**config.mk**
```make
export PLATFORM = sky130hd
export DESIGN_NAME = mpu_op_sequencer
export DESIGN_NICKNAME = d
export VERILOG_FILES = /design/src/rtl/mpu_op_sequencer.sv
export SDC_FILE = /design/constraint.sdc
export NUM_CORES = 1
export LEC_CHECK = 0
export BUFFER_PORTS_ARGS = -buffer_cell sky130_fd_sc_hd__buf_2
export CORE_UTILIZATION = 48
export CTS_BUF_LIST = sky130_fd_sc_hd__clkbuf_2
export DETAILED_ROUTE_END_ITERATION = 12
export GPL_TIMING_DRIVEN = 0
export PLACE_DENSITY = 0.73
export SLEW_MARGIN = 40
export SYNTH_ARGS = -nofsm -noshare
export SYNTH_HDL_FRONTEND = slang
export SYNTH_SLANG_ARGS = --single-unit
```
**constraint.sdc**
```tcl
create_clock -name clk -period 8.65 [get_ports clk]
set_clock_uncertainty 0.1 [all_clocks]
set_input_delay 1.73 -clock clk [delete_from_list [all_inputs] [get_ports clk]]
set_output_delay 1.73 -clock clk [all_outputs]
set_load 0.02 [all_outputs]
```
**src/rtl/mpu_op_sequencer.sv**
```systemverilog
// Operand sequencer: FIFO of operand pairs feeding one MPU lane over stb/ack, with a result port and a watchdog.
// Optional MPU_SEQ_STATS_EN adds completed-op and max-latency counters.
module mpu_op_sequencer #(
  parameter int DATA_W  = 32,
  parameter int DEPTH   = 8,
  parameter int TIMEOUT = 255
) (
  input  logic              clk,
  input  logic              rst,
  input  logic              push_valid,
  output logic              push_ready,
  input  logic [DATA_W-1:0] push_a,
  input  logic [DATA_W-1:0] push_b,
  output logic [DATA_W-1:0] input_a,
  output logic [DATA_W-1:0] input_b,
  output logic              input_stb,
  input  logic              input_ack,
  input  logic [DATA_W-1:0] output_z,
  input  logic              output_stb,
  output logic              output_ack,
  output logic              res_valid,
  input  logic              res_ready,
  output logic [DATA_W-1:0] res_data,
  output logic              busy,
  output logic              timeout_err,
  input  logic              err_clr
`ifdef MPU_SEQ_STATS_EN
  ,
  output logic [31:0]       stat_ops,
  output logic [15:0]       stat_max_lat
`endif
);

  // state | meaning
  // IDLE  | waiting for a queued op and a free result slot
  // SEND  | operands presented, input_stb high
  // WAIT  | operands taken, waiting for output_stb
  // ACK   | output_ack pulse cycle
  typedef enum logic [1:0] {IDLE, SEND, WAIT, ACK} state_t;

  localparam int AW = $clog2(DEPTH);
  localparam int WW = $clog2(TIMEOUT + 1);

  state_t            state;
  logic [DATA_W-1:0] mem_a [DEPTH];
  logic [DATA_W-1:0] mem_b [DEPTH];
  logic [AW:0]       wr_ptr;
  logic [AW:0]       rd_ptr;
  logic              empty;
  logic              full;
  logic              push;
  logic              pop;
  logic [WW-1:0]     wd_cnt;
  logic              wd_hit;

  // Extra pointer bit distinguishes full from empty when the indices match.
  assign empty      = (wr_ptr == rd_ptr);
  assign full       = ((wr_ptr ^ rd_ptr) == {1'b1, {AW{1'b0}}});
  assign push_ready = !full;
  assign push       = push_valid && !full;
  assign pop        = (state == IDLE) && !empty && !res_valid;
  assign wd_hit     = (wd_cnt == WW'(TIMEOUT - 1));
  assign busy       = (state != IDLE) || !empty;

  always_ff @(posedge clk) begin
    if (push) begin
      mem_a[wr_ptr[AW-1:0]] <= push_a;
      mem_b[wr_ptr[AW-1:0]] <= push_b;
    end
  end

  always_ff @(posedge clk or posedge rst) begin
    if (rst) begin
      wr_ptr <= '0;
      rd_ptr <= '0;
    end else begin
      if (push) wr_ptr <= wr_ptr + 1'b1;
      if (pop)  rd_ptr <= rd_ptr + 1'b1;
    end
  end

  always_ff @(posedge clk or posedge rst) begin
    if (rst) begin
      state       <= IDLE;
      input_a     <= '0;
      input_b     <= '0;
      input_stb   <= 1'b0;
      output_ack  <= 1'b0;
      res_valid   <= 1'b0;
      res_data    <= '0;
      timeout_err <= 1'b0;
      wd_cnt      <= '0;
    end else begin
      output_ack <= 1'b0;
      if (err_clr) timeout_err <= 1'b0;
      if (res_valid && res_ready) res_valid <= 1'b0;
      case (state)
        IDLE: begin
          if (pop) begin
            input_a   <= mem_a[rd_ptr[AW-1:0]];
            input_b   <= mem_b[rd_ptr[AW-1:0]];
            input_stb <= 1'b1;
            wd_cnt    <= '0;
            state     <= SEND;
          end
        end
        SEND: begin
          if (input_ack) begin
            input_stb <= 1'b0;
            wd_cnt    <= '0;
            state     <= WAIT;
          end else if (wd_hit) begin
            input_stb   <= 1'b0;
            timeout_err <= 1'b1;
            state       <= IDLE;
          end else begin
            wd_cnt <= wd_cnt + 1'b1;
          end
        end
        WAIT: begin
          if (output_stb) begin
            res_data   <= output_z;
            res_valid  <= 1'b1;
            output_ack <= 1'b1;
            state      <= ACK;
          end else if (wd_hit) begin
            timeout_err <= 1'b1;
            state       <= IDLE;
          end else begin
            wd_cnt <= wd_cnt + 1'b1;
          end
        end
        ACK:     state <= IDLE;
        default: state <= IDLE;
      endcase
    end
  end

`ifdef MPU_SEQ_STATS_EN
  logic [15:0] lat_cnt;
  logic [15:0] lat_now;

  // Latency counts edges from SEND entry up to and including the capture edge.
  assign lat_now = (lat_cnt == 16'hFFFF) ? 16'hFFFF : lat_cnt + 16'd1;

  always_ff @(posedge clk or posedge rst) begin
    if (rst) begin
      lat_cnt      <= '0;
      stat_ops     <= '0;
      stat_max_lat <= '0;
    end else begin
      if (pop) begin
        lat_cnt <= '0;
      end else if ((state == SEND || state == WAIT) && lat_cnt != 16'hFFFF) begin
        lat_cnt <= lat_cnt + 16'd1;
      end
      if (state == WAIT && output_stb) begin
        stat_ops <= stat_ops + 32'd1;
        if (lat_now > stat_max_lat) stat_max_lat <= lat_now;
      end
    end
  end
`endif

endmodule

```
; Yosys cells after proc, flatten, opt, wreduce, memory -nomap -nowiden
; Memory sizes are Yosys's and may differ from the RTL's. A register that Yosys moved wholly into a read port is not among the register bits.
; Index checks and enable logic that the tools add are counted.
[totals]
in_bits = 103
reg_bits = 54
ram_bits = 512
word_cells = 66
latch_bits = 0
romBits = 0
n_memories = 2
[classes]
multipliers = 0
n_addsub = 3
reduce_logical = 16
bitwise = 1
n_lt_le_gt_ge = 0
div = 0
n_eq_ne = 9
n_mux = 26
n_shift = 0
[memory_table]
columns = memory, words, word_bits, rd, rd_clocked_by_memory_dff, wr, line
row1 = mem_a, 8, 32, 1, 1, 1, 45  ; logic [DATA_W-1:0] mem_a [DEPTH];
row2 = mem_b, 8, 32, 1, 1, 1, 46  ; logic [DATA_W-1:0] mem_b [DEPTH];
[op_table]
columns = cell, count
row1 = $mux W8, 4
row2 = $pmux W8 S3, 1
row3 = $mux W1, 14
row4 = $add A4 B1 Y4 const B, 2
row5 = $add A8 B1 Y8 const B, 1
row6 = $eq A8 B8 Y1 const B, 1
row7 = $mux W2, 4
row8 = $pmux W2 S4, 1
row9 = $reduce_and A3 Y1, 2
row10 = $eq A2 B2 Y1 const B, 2
row11 = $eq A4 B4 Y1, 1
row12 = $eq A4 B4 Y1 const B, 1
row13 = $logic_and A1 B1 Y1, 4
row14 = $ne A2 B2 Y1 const B, 2
row15 = $pmux W1 S2, 2
row16 = $reduce_and A2 Y1, 2
row17 = $reduce_bool A2 Y1, 2
row18 = $xor A4 B4 Y4, 1
row19 = $logic_not A1 Y1, 3
row20 = $ne A3 B3 Y1 const B, 1
row21 = $reduce_bool A3 Y1, 1
row22 = $eq A2 B1 Y1 const B, 1
row23 = $logic_not A2 Y1, 1
row24 = $logic_or A1 B1 Y1, 1

; Depth between registers and ports, before layout
; Gate-level depths: netlist of run 1.
[depth]
depth_word = 6
ltp_mapped = 7
mapped_depth_nobuf = 6

; Worst setup path after synthesis of run 1
; No wires, ideal clock.
[synth_timing]
path_kind = in2reg
startpoint = input push_valid
endpoint = memory mem_a[7][0], enable pin
cell_stages = 2
required_time_ns = 7.980
path_slack_ns = 1.701
t_arrival_ns = 6.279
n_path_buf = 0
cell_sequence = o41ai_1 > nor3_1
[synth_between]
elab_chain_cells = 3
[synth_rtl]
columns = element, line
row1 = "start, declared", 10  ; input logic push_valid,
row2 = $logic_and A1 B1 Y1, 60  ; assign push = push_valid && !full;
row3 = $mux W1, 66  ; if (push) begin
row4 = $mux W1 (implied by the code), 67  ; mem_a[wr_ptr[AW-1:0]] <= push_a;
row5 = "end, declared", 45
; No other way between the ends.

; Worst setup path after layout of run 1
[layout_timing]
startpoint = register wr_ptr[1]
endpoint = output busy
[layout_between]
elab_chain_cells = 3
[layout_rtl]
columns = element, line
row1 = "start, declared", 47  ; logic [AW:0] wr_ptr;
row2 = "start signal, assigned", 77  ; if (push) wr_ptr <= wr_ptr + 1'b1;
row3 = $eq A4 B4 Y1, 57  ; assign empty = (wr_ptr == rd_ptr);
row4 = $logic_not A1 Y1, 63  ; assign busy = (state != IDLE) || !empty;
row5 = $logic_or A1 B1 Y1, 63
row6 = "end, declared", 24  ; output logic busy,
; No other way between the ends.

==> results of run 1 <==
## final cells by class
cell class              instances  area, µm²
diodes                          5       12.5
plain buffers                  51        305
clock buffers                 247       1240
clock inverters                38        196
fillers                      3788      20900
inverters                       9       41.3
multi-input cells             401       5550
flip-flops and latches        630      18300
well taps                     664        831
repair buffers                270       1870
## cell usage after synthesis
| library cell | count | area share [%] |
|---|---|---|
| edfxtp_1 | 512 | 64 |
| mux2_2 | 156 | 7.3 |
| mux4_2 | 128 | 12 |
| dfrtp_1 | 118 | 12 |
| clkbuf_1 | 19 | 0.30 |
| nand2_1 | 12 | 0.19 |
| buf_6 | 11 | 0.51 |
| buf_2 | 9 | 0.19 |
| ha_1 | 9 | 0.47 |
| nor2_1 | 9 | 0.14 |
| a21oi_1 | 8 | 0.17 |
| inv_1 | 8 | 0.12 |
| xor2_1 | 8 | 0.29 |
| buf_1 | 7 | 0.11 |
| mux2_1 | 7 | 0.33 |
| buf_4 | 5 | 0.16 |
| nand3_1 | 5 | 0.10 |
| nand4_1 | 5 | 0.13 |
| nor3_1 | 5 | 0.10 |
| o22a_1 | 5 | 0.18 |
| xnor2_1 | 5 | 0.18 |
| and3_1 | 3 | 0.078 |
| and4_1 | 3 | 0.11 |
| nand2b_1 | 3 | 0.078 |
| o21ai_0 | 3 | 0.062 |
| o22ai_1 | 3 | 0.078 |
| a211oi_1 | 2 | 0.062 |
| a221oi_1 | 2 | 0.073 |
| a31oi_1 | 2 | 0.052 |
| a41oi_1 | 2 | 0.073 |
| nor2b_1 | 2 | 0.052 |
| o21ai_1 | 2 | 0.041 |
| o2bb2ai_1 | 2 | 0.073 |
| a21o_1 | 1 | 0.031 |
| a41oi_2 | 1 | 0.067 |
| clkinv_1 | 1 | 0.016 |
| nand3b_1 | 1 | 0.031 |
| nor4_1 | 1 | 0.026 |
| o21a_1 | 1 | 0.031 |
| o221ai_1 | 1 | 0.036 |
| o31ai_1 | 1 | 0.031 |
| o32a_1 | 1 | 0.041 |
| o41ai_1 | 1 | 0.036 |
| o41ai_4 | 1 | 0.11 |
## critical path, delay by kind of cell, from the launching register on
| kind | cells | cell delay [ns] |
|---|---|---|
| simple gates | 2 | 0.73 |
| flops | 1 | 0.39 |
| buf+inv | 2 | 0.37 |
| xor+xnor | 1 | 0.22 |
## through the flow
stage,util [%],area (µm²)
3_3_place_gp,52.8,26000
2_1_floorplan,-,24200
3_5_place_dp,54.7,26900
5_1_grt,57.6,28400
6_report,57.6,28400
4_1_cts,57.6,28400
## sequential cells by signal (all words and copies together) (netlist names)
signal	count
input_stb	1
input_a	32
res_valid	1
rd_ptr	4
output_ack	1
state	2
mem_a	256
wr_ptr	4
mem_b	256
wd_cnt	8
timeout_err	1
res_data	32
input_b	32
## power groups by stage
stage,Sequential (mW),Clock (mW),Combinational [mW]
6_report,4.15,1.94,3.58
5_1_grt,4.21,2.18,3.84
4_1_cts,4.16,2.03,3.65
3_5_place_dp,4.23,0,3.63
3_3_place_gp,4.30,0,3.37
2_1_floorplan,4.52,0,2.14
## kinds of logic (layout without fill, tap and decap cells)
group	count (synthesis)	in the layout	synth area share, %
flip-flops	630	630	75.9
AO/OA/AOI/OAI	39	39	1.25
AND/OR/NAND/NOR	49	49	1.04
buffers and inverters	60	615	1.40
multiplexers	291	291	19.5
other	0	5	0
XOR/XNOR	13	13	0.471
adder cells (fa/ha/maj)	9	9	0.466
## metal layers
metal	vias up	track usage, %	routed length (µm)
li1	5469	-	-
met1	6420	26.9	21100
met2	435	32.4	25000
met3	84	6.76	3580
met4	14	7.26	843
met5	-	0	98
## worst max path at each step
stage,from,to,depth (start not counted)
finish,wr_ptr[1],busy,5
global route,wr_ptr[1],busy,5
CTS,rd_ptr[1],busy,5
detailed placement,push_valid,mem_b[1][9],7
global placement,push_valid,mem_b[0][5],3
floorplan,push_valid,mem_a[7][0],2
==> metrics.csv, run 1 <==
metric;value;unit
syn_area_per_cell;22.1;µm²
Final Hold Fails;0;
DRC Markers;0;
switching share of total power;33.3;%
clk_lat worst skew;1.26;ns
CTS resizes;0;
Die Area;51200;µm²
cell leakage power;10.5;nW
most used cell, CP;buf_2;
Slew Limit Headroom;44.3;%
grt total ovfl;0;
Hold Slack;0.329;ns
most frequent cells in the layout;edfxtp_1 (512), clkbuf_2 (248), buf_2 (229), mux2_2 (156), mux4_2 (128);
Root Driver;clkbuf_2;
Worst-Margin Slew;0.835;ns
FF-to-FF setup slack;5.56;ns
per-cell routed wire length;21.8;µm
CTS tree;built;
Worst setup SP type;flop;
CP required;6.82;ns
number of I/O pins;205;
fmax;212;MHz
Setup CP Type;flop to output port;
crit path max-delay cell type;nor4_1;
CTS Buffer Depth;3;
power per cell area;341;nW/µm²
status;completed;
Final GP Congestion;0.798;
worst r2r src;wr_ptr[1];
cell count after synthesis;1091;
Initial Utilization;49.1;%
Via Count;12400;
Die X;226;µm
layout cells sized above 1;51.5;%
first-pass GRT wire length;76300;µm
Comb power frac;37.0;%
Final Max Tran Viols;0;
die height;226;µm
setup bufs post-CTS;0;
Power Internal;6.46;mW
RSZ-0062 raised after global routing;false;
vias in the first global route;13000;
DP Wirelength;33900;µm
RR Endpoint;mem_b[7][15];
CP endpoint kind;output port;
routed wire length;50500;µm
DRT Pass-1 Iters;5;
Post-DRT Antenna Nets;0;
pin count of the biggest net entering global routing;47;
clock-pin slew on the worst setup and hold paths;0.10;ns
Clock power frac;20.1;%
most common cell after layout, fill and taps aside;edfxtp_1;
delay of the slowest cell on the worst path;0.59;ns
total power;9.67;mW
Core ar.;49300;µm²
TNS Setup;0;ns
row count;81;
routed vias/inst;5.37;
Area growth, synth to finish;17.4;%
CTS Buf Count;155;
Cell Area, Synth;24200;µm²
Post-Layout Cell Count;2315;
cell count after placement;2025;
Seq/Total Area, Yosys;75.9;%
Nets;1630;
H-tree levels;4;
reported net switching power;3.22;mW
CP cell instances;buf_2, xor2_1, nor4_1, nand2_1, buf_2;
# setup viols final;0;
Hold Path Class;input pin to async pin;
Distinct cells, synth;44;
pre-CTS WS;4.67;ns
aggregate global-route resource usage;20.6;%
Flop pwr share;42.9;%
number of max-cap violations;0;
Ys Warns;0;
Worst R2R Path Depth;9;
worst-path fanout max;8;
post-synth net total;1203;
Worst Path Arrival;2.89;ns
Final period util;54.6;%
CTS sink cnt;630;
port bufs;204;
initial antenna violation count;11;
DR iter-0 viols;963;
post-synthesis register bit count;630;
final setup margin;3.93;ns
maximum VDD drop;0.000167;V
Period minus WS final;4.72;ns
Hold Buf Count CTS;0;
No activity file was read; power rests on OpenSTA's default activity.
==> inputs of run 2 (changes only) <==
--- a/config.mk
+++ b/config.mk
@@ -5,12 +5,13 @@
 export SDC_FILE = /design/constraint.sdc
 export NUM_CORES = 1
 export LEC_CHECK = 0
+export ABC_AREA = 1
 export BUFFER_PORTS_ARGS = -buffer_cell sky130_fd_sc_hd__buf_2
 export CORE_UTILIZATION = 48
 export CTS_BUF_LIST = sky130_fd_sc_hd__clkbuf_2
 export DETAILED_ROUTE_END_ITERATION = 12
 export GPL_TIMING_DRIVEN = 0
-export PLACE_DENSITY = 0.73
+export PLACE_DENSITY = 0.76
 export SLEW_MARGIN = 40
 export SYNTH_ARGS = -nofsm -noshare
 export SYNTH_HDL_FRONTEND = slang
==> constraint.sdc (replaced) <==
create_clock -name clk -period 4.17 [get_ports clk]
set_clock_uncertainty 0.1 [all_clocks]
set_input_delay 0.834 -clock clk [delete_from_list [all_inputs] [get_ports clk]]
set_output_delay 0.834 -clock clk [all_outputs]
set_load 0.02 [all_outputs]
==> run 2 against run 1 <==
Worst setup slack worse by 3.7 ns. Critical path depth increased by 1. Worst hold slack got worse by 0.17 ns. Largest cell class unchanged. Cell count up 46%. Global-route usage is 5.0 points higher. Cell area grew 6.8%. Wire length up 32%. Sequential share of layout area fell by 4.1 points. Sequential power grew 110%. Synthesized area grew 3.1%.
==> metrics.csv, run 2 <==
metric;value;unit
DRC Markers;0;
combined area of the multi-input logic cells;5770;µm²
DRT Pass-1 Iters;6;
start point of the worst min-delay path;output_z[25];
post-synthesis register bit count;630;
die height;230;µm
Final GP Congestion;0.855;
vias in the first global route;18700;
hold endpoint;res_data[25];
routed length on met2;32800;µm
Nets;2679;
most common cell after layout, fill and taps aside;edfxtp_1;
asr flop ratio synth;18.7;%
met1 WL;25700;µm
Worst Path Arrival;2.99;ns
cell leakage power;12.2;nW
WL met3;6670;µm
Fill cells;3996;
status;completed;
row count;83;
Period minus WS final;3.92;ns
CP endpoint kind;output port;
fmax;255;MHz
syn_area_per_cell;12.1;µm²
delay of the slowest cell on the worst path;0.75;ns
Root Driver;clkbuf_2;
Cell Area, Synth;24900;µm²
Die X;230;µm
port bufs;204;
Simple-Gate Fraction of Synth Area;13.6;%
first-pass GRT wire length;103000;µm
Slew Limit Headroom;38.9;%
RSZ-0062 raised after global routing;false;
grt total ovfl;0;
DP Wirelength;43000;µm
FF-to-FF setup slack;0.83;ns
design area;30300;µm²
CTS Buffer Depth;3;
cell count after synthesis;2064;
layout cells sized above 1;20.5;%
Hold Slack;0.158;ns
clk_lat worst skew;1.32;ns
clock-pin slew on the worst setup and hold paths;0.11;ns
CP cell instances;inv_2, nand2_1, nand2_1, nor2_2, nand3_1, buf_2;
hold depth;4;
power per cell area;702;nW/µm²
Seq/Total Area, Yosys;73.5;%
number of I/O pins;205;
post-synth net total;2176;
Initial Utilization;48.6;%
Worst-Margin Slew;0.916;ns
most frequent cells in the layout;edfxtp_1 (512), nand2_1 (500), nor2_1 (268), buf_2 (244), clkbuf_2 (232);
CTS resizes;0;
Setup CP Type;flop to output port;
Hold Path Class;input pin to flop;
maximum VDD drop;0.000345;V
pin count of the biggest net entering global routing;71;
DR top layer;met5;
worst-path fanout max;7;
main combinational cell family by area after synthesis;simple AND/OR/NAND/NOR gates;
worst r2r src;rd_ptr[0];
Final Hold Fails;0;
Post-DRT Antenna Nets;0;
CTS Buf Count;149;
Ys Warns;0;
routed vias/inst;5.46;
Distinct cells, synth;30;
aggregate global-route resource usage;25.6;%
synthesized-area fraction occupied by adder cells;0.452;%
per-cell routed wire length;19.8;µm
most used cell, CP;nand2_1;
number of max-cap violations;0;
CP required;3.24;ns
Die Area;52800;µm²
Synth area leader;edfxtp_1;
number of synthesized flops with an enable pin;512;
crit path max-delay cell type;dfrtp_1;
Reg area;18300;µm²
Final Max Tran Viols;0;
Final period util;94.1;%
Via Count;18400;
DR iter-0 viols;1922;
Area growth, synth to finish;21.6;%
RR Endpoint;mem_a[6][24];
Worst setup SP type;flop;
routed wire length;66900;µm
final setup margin;0.246;ns
Worst R2R Path Depth;11;
Main synth FF type;edfxtp_1;
synth top area cells;edfxtp_1 (62%), dfrtp_1 (12%), nand2_1 (7.5%);
most instantiated cells after synthesis;edfxtp_1 (512), nand2_1 (500), nor2_1 (276);
initial antenna violation count;6;
Core ar.;51300;µm²
CTS tree;built;
Placed Area;27700;µm²
CTS sink cnt;630;
XOR/XNOR Fraction of Synth Area;0.0703;%
complex-gate fraction of the synthesized area;8.78;%
# setup viols final;0;
H-tree levels;4;
post-synthesis mux area share;0;%
count leader, synth;edfxtp_1;
area share of the leading cell type in the synthesized netlist;61.7;%
setup bufs post-CTS;0;
pre-CTS WS;0.948;ns
[run 2: worst max-delay path by stage]
stage / startpoint / to / slack (ns)
after global routing: rd_ptr[0] / busy / 0.05
final: rd_ptr[0] / busy / 0.25
after floorplan: rd_ptr[0] / mem_a[0][0] / -0.41
after detailed placement: rd_ptr[0] / mem_b[6][20] / 0.95
after global placement: rd_ptr[0] / mem_a[0][26] / -3.18
after CTS: rd_ptr[0] / busy / 0.17
[run 2: cell type report]
class                           instances  share of cell area (%)
Sequential cell                       630                    60.5
Multi-Input combinational cell       1220                    19.1
Timing Repair Buffer                  352                    9.85
Clock buffer                          232                    3.83
Tap cell                              680                    2.81
Buffer                                119                    1.73
Inverter                               95                    1.20
Clock inverter                         39                   0.958
Antenna cell                            9                  0.0743
[run 2: metal layers]
metal,GRT usage [%],vias to the layer above
li1,-,8344
met4,10.8,4
met3,6.85,152
met5,0,-
met1,32.2,8847
met2,41.9,1076
[run 2: metrics by stage]
stage	power [mW]	instances	TNS, ns	util [%]
2_1_floorplan	13.6	2064	-116.03	-
3_5_place_dp	17.0	2982	0	54.0
4_1_cts	21.3	3367	0	59.0
6_report	21.3	3376	0	59.1
3_3_place_gp	16.4	2948	-1323.86	52.2
5_1_grt	22.5	3376	0	59.1
[run 2: timing repair]
action | in CTS | in global routing
hold buffers | 114 | 0
hold endpoints to repair | 671 | 0
endpoints found under the setup margin | 0 | 0
[run 2: report_power, final]
group	switching [mW]	leakage, nW	internal [mW]
clock network	2.41	1.11	1.78
registers	0.487	6.12	8.13
logic	5.94	4.95	2.54
total	8.83	12.2	12.5
[run 2: critical path, delay by kind of cell, from the launching register on]
kind,cells,cell delay (ns)
buffers and inverters,2,0.45
DFF,1,0.75
and+or+nand+nor,4,0.51
[run 2: cells by family (layout without fill, tap and decap cells)]
kind of cell / count (synthesis) / count (layout)
simple gates: 869 / 869
flops: 630 / 630
compound gates: 340 / 340
buf+inv: 214 / 837
fa+ha+maj: 9 / 9
xor+xnor: 2 / 2
other cells: 0 / 9
==> inputs of run 3 (changes only) <==
--- a/config.mk
+++ b/config.mk
@@ -12,7 +12,7 @@
 export DETAILED_ROUTE_END_ITERATION = 12
 export GPL_TIMING_DRIVEN = 0
 export PLACE_DENSITY = 0.76
-export SLEW_MARGIN = 40
+export SLEW_MARGIN = 5
 export SYNTH_ARGS = -nofsm -noshare
 export SYNTH_HDL_FRONTEND = slang
 export SYNTH_SLANG_ARGS = --single-unit
==> constraint.sdc (replaced) <==
create_clock -name clk -period 4.17 [get_ports clk]
set_clock_uncertainty 0.1 [all_clocks]
set_input_delay 0.834 -clock clk [delete_from_list [all_inputs] [get_ports clk]]
set_output_delay 0.834 -clock clk [all_outputs]
set_load 0.01 [all_outputs]
==> run 3 against run 2 <==
Worst hold slack better by 0.013 ns. Cell area is 1.0% lower. Die area stayed put. Sequential share of layout area is 0.62 points higher. Sequential power hardly changed. Non-clock buffer count is 15 lower. Critical path type unchanged. Critical endpoint unchanged. Largest cell class unchanged. Highest routed layer unchanged.
==> metrics.csv, run 3 (same netlist as run 2, synthesis figures left out) <==
metric;value;unit
Worst R2R Path Depth;12;
Fill cells;4078;
pre-CTS WS;0.679;ns
Core ar.;51300;µm²
DRC Markers;0;
most frequent cells in the layout;edfxtp_1 (512), nand2_1 (500), nor2_1 (268), buf_2 (244), clkbuf_2 (226);
Nets;2665;
CTS Buffer Depth;3;
Setup CP Type;flop to output port;
CP Buf/Inv Count;2;
final setup margin;0.278;ns
Worst Path Arrival;2.96;ns
Slew Limit Headroom;38.0;%
cell leakage power;12.0;nW
Die X;230;µm
layout cells sized above 1;20.1;%
fmax;257;MHz
die height;230;µm
cell count after placement;2971;
row count;83;
Via Count;18600;
Root Driver;clkbuf_2;
number of I/O pins;205;
routed wire length;67100;µm
power per cell area;695;nW/µm²
routed vias/inst;5.52;
pin count of the biggest net entering global routing;81;
DRT Pass-1 Iters;8;
vias in the first global route;19000;
per-cell routed wire length;20.0;µm
Area growth, synth to finish;20.4;%
DP Wirelength;42600;µm
aggregate global-route resource usage;25.6;%
first-pass GRT wire length;103000;µm
maximum VDD drop;0.000351;V
Worst-Margin Slew;0.928;ns
Post-Layout Cell Count;3359;
Hold Path Class;input pin to flop;
H-tree levels;4;
delay of the slowest cell on the worst path;0.70;ns
number of max-cap violations;0;
port bufs;204;
clock-pin slew on the worst setup and hold paths;0.10;ns
CP endpoint kind;output port;
worst-path fanout max;7;
Period minus WS final;3.89;ns
Worst setup SP type;flop;
initial antenna violation count;6;
CP required;3.24;ns
CTS sink cnt;630;
Initial Utilization;48.6;%
DR iter-0 viols;1823;
crit path max-delay cell type;dfrtp_1;
Final period util;93.3;%
CTS tree;built;
total power;20.8;mW
grt total ovfl;0;
Die Area;52800;µm²
most common cell after layout, fill and taps aside;edfxtp_1;
TNS Setup;0;ns
Final GP Congestion;0.855;
hold depth;3;
most used cell, CP;nand2_1;
CP cell instances;inv_2, nand2_1, nand2_1, nor2_2, nand3_1, buf_2;
status;completed;
Final Max Tran Viols;0;
Hold Slack;0.171;ns
setup bufs post-CTS;0;
CTS Buf Count;150;
RSZ-0062 raised after global routing;false;
# setup viols final;0;
CP top delay family;flip-flops;
Final Hold Fails;0;
Crit. path cell count;6;
clk_lat worst skew;1.32;ns
Post-DRT Antenna Nets;0;
[run 3: cell types whose count changed in the layout (fill, tap and decap cells not counted)]
cell           before  now
clkbuf_2          232  226
clkinvlp_4          1    4
inv_8               1    0
buf_12              0   10
dlygate4sd3_1     114  110
buf_8               9    0
clkinv_1           25   29
clkinv_4            0    1
inv_6               0    1
diode_2             9    5
clkinv_2            7    4
buf_16             25   13
inv_2               9   12
[run 3: final cells by class]
class,count,area [µm²],share of cell area [%]
clock buffers,226,1130,3.77
clock inverters,47,333,1.11
multi-input cells,1220,5770,19.2
well taps,680,851,2.84
plain buffers,119,523,1.74
flip-flops and latches,630,18300,61.1
inverters,95,362,1.21
diodes,5,12.5,0.0417
repair buffers,337,2680,8.94
[run 3: stage by stage]
| step | utilization [%] | instance area [µm²] |
|---|---|---|
| finish | 58.5 | 30000 |
| floorplan | - | 24900 |
| global route | 58.5 | 30000 |
| CTS | 58.4 | 30000 |
| global placement | 52.2 | 26800 |
| detailed placement | 53.4 | 27400 |
[run 3: per-layer routing]
metal | track usage [%] | wire (µm) | vias up
li1 | - | - | 8325
met1 | 31.0 | 25100 | 8934
met2 | 42.3 | 33100 | 1109
met3 | 7.27 | 6890 | 179
met4 | 11.9 | 2080 | 4
met5 | 0 | 22 | -
[run 3: path summary, 6_finish.rpt]
kind	end	slack, ns	start
max	busy	0.28	rd_ptr[0]
min	res_valid	0.17	res_ready
max reg2reg	mem_b[1][16]	0.59	rd_ptr[0]
min reg2reg	input_a[14]	0.38	input_a[14]
max in group asynchronous	input_a[12]	2.56	rst
min in group asynchronous	input_b[1]	0.59	rst
[run 3: worst reg2reg max path: cells and delay by family, from the launching register on]
family	cells	cell delay (ns)
AND/OR/NAND/NOR	7	1.24
flip-flops	1	0.70
buffers and inverters	5	1.15
[run 3: repair_timing]
| action | CTS | global route |
|---|---|---|
| hold endpoints to repair | 679 | 0 |
| hold buffers | 110 | 0 |
| resized for setup | 0 | 0 |
[run 3: report_power, final]
group | switching (mW) | leakage [nW] | internal (mW) | total [mW]
Clock | 2.44 | 1.09 | 1.76 | 4.20
Sequential | 0.485 | 6.12 | 8.13 | 8.62
Combinational | 5.56 | 4.80 | 2.45 | 8.01
Total | 8.49 | 12.0 | 12.3 | 20.8
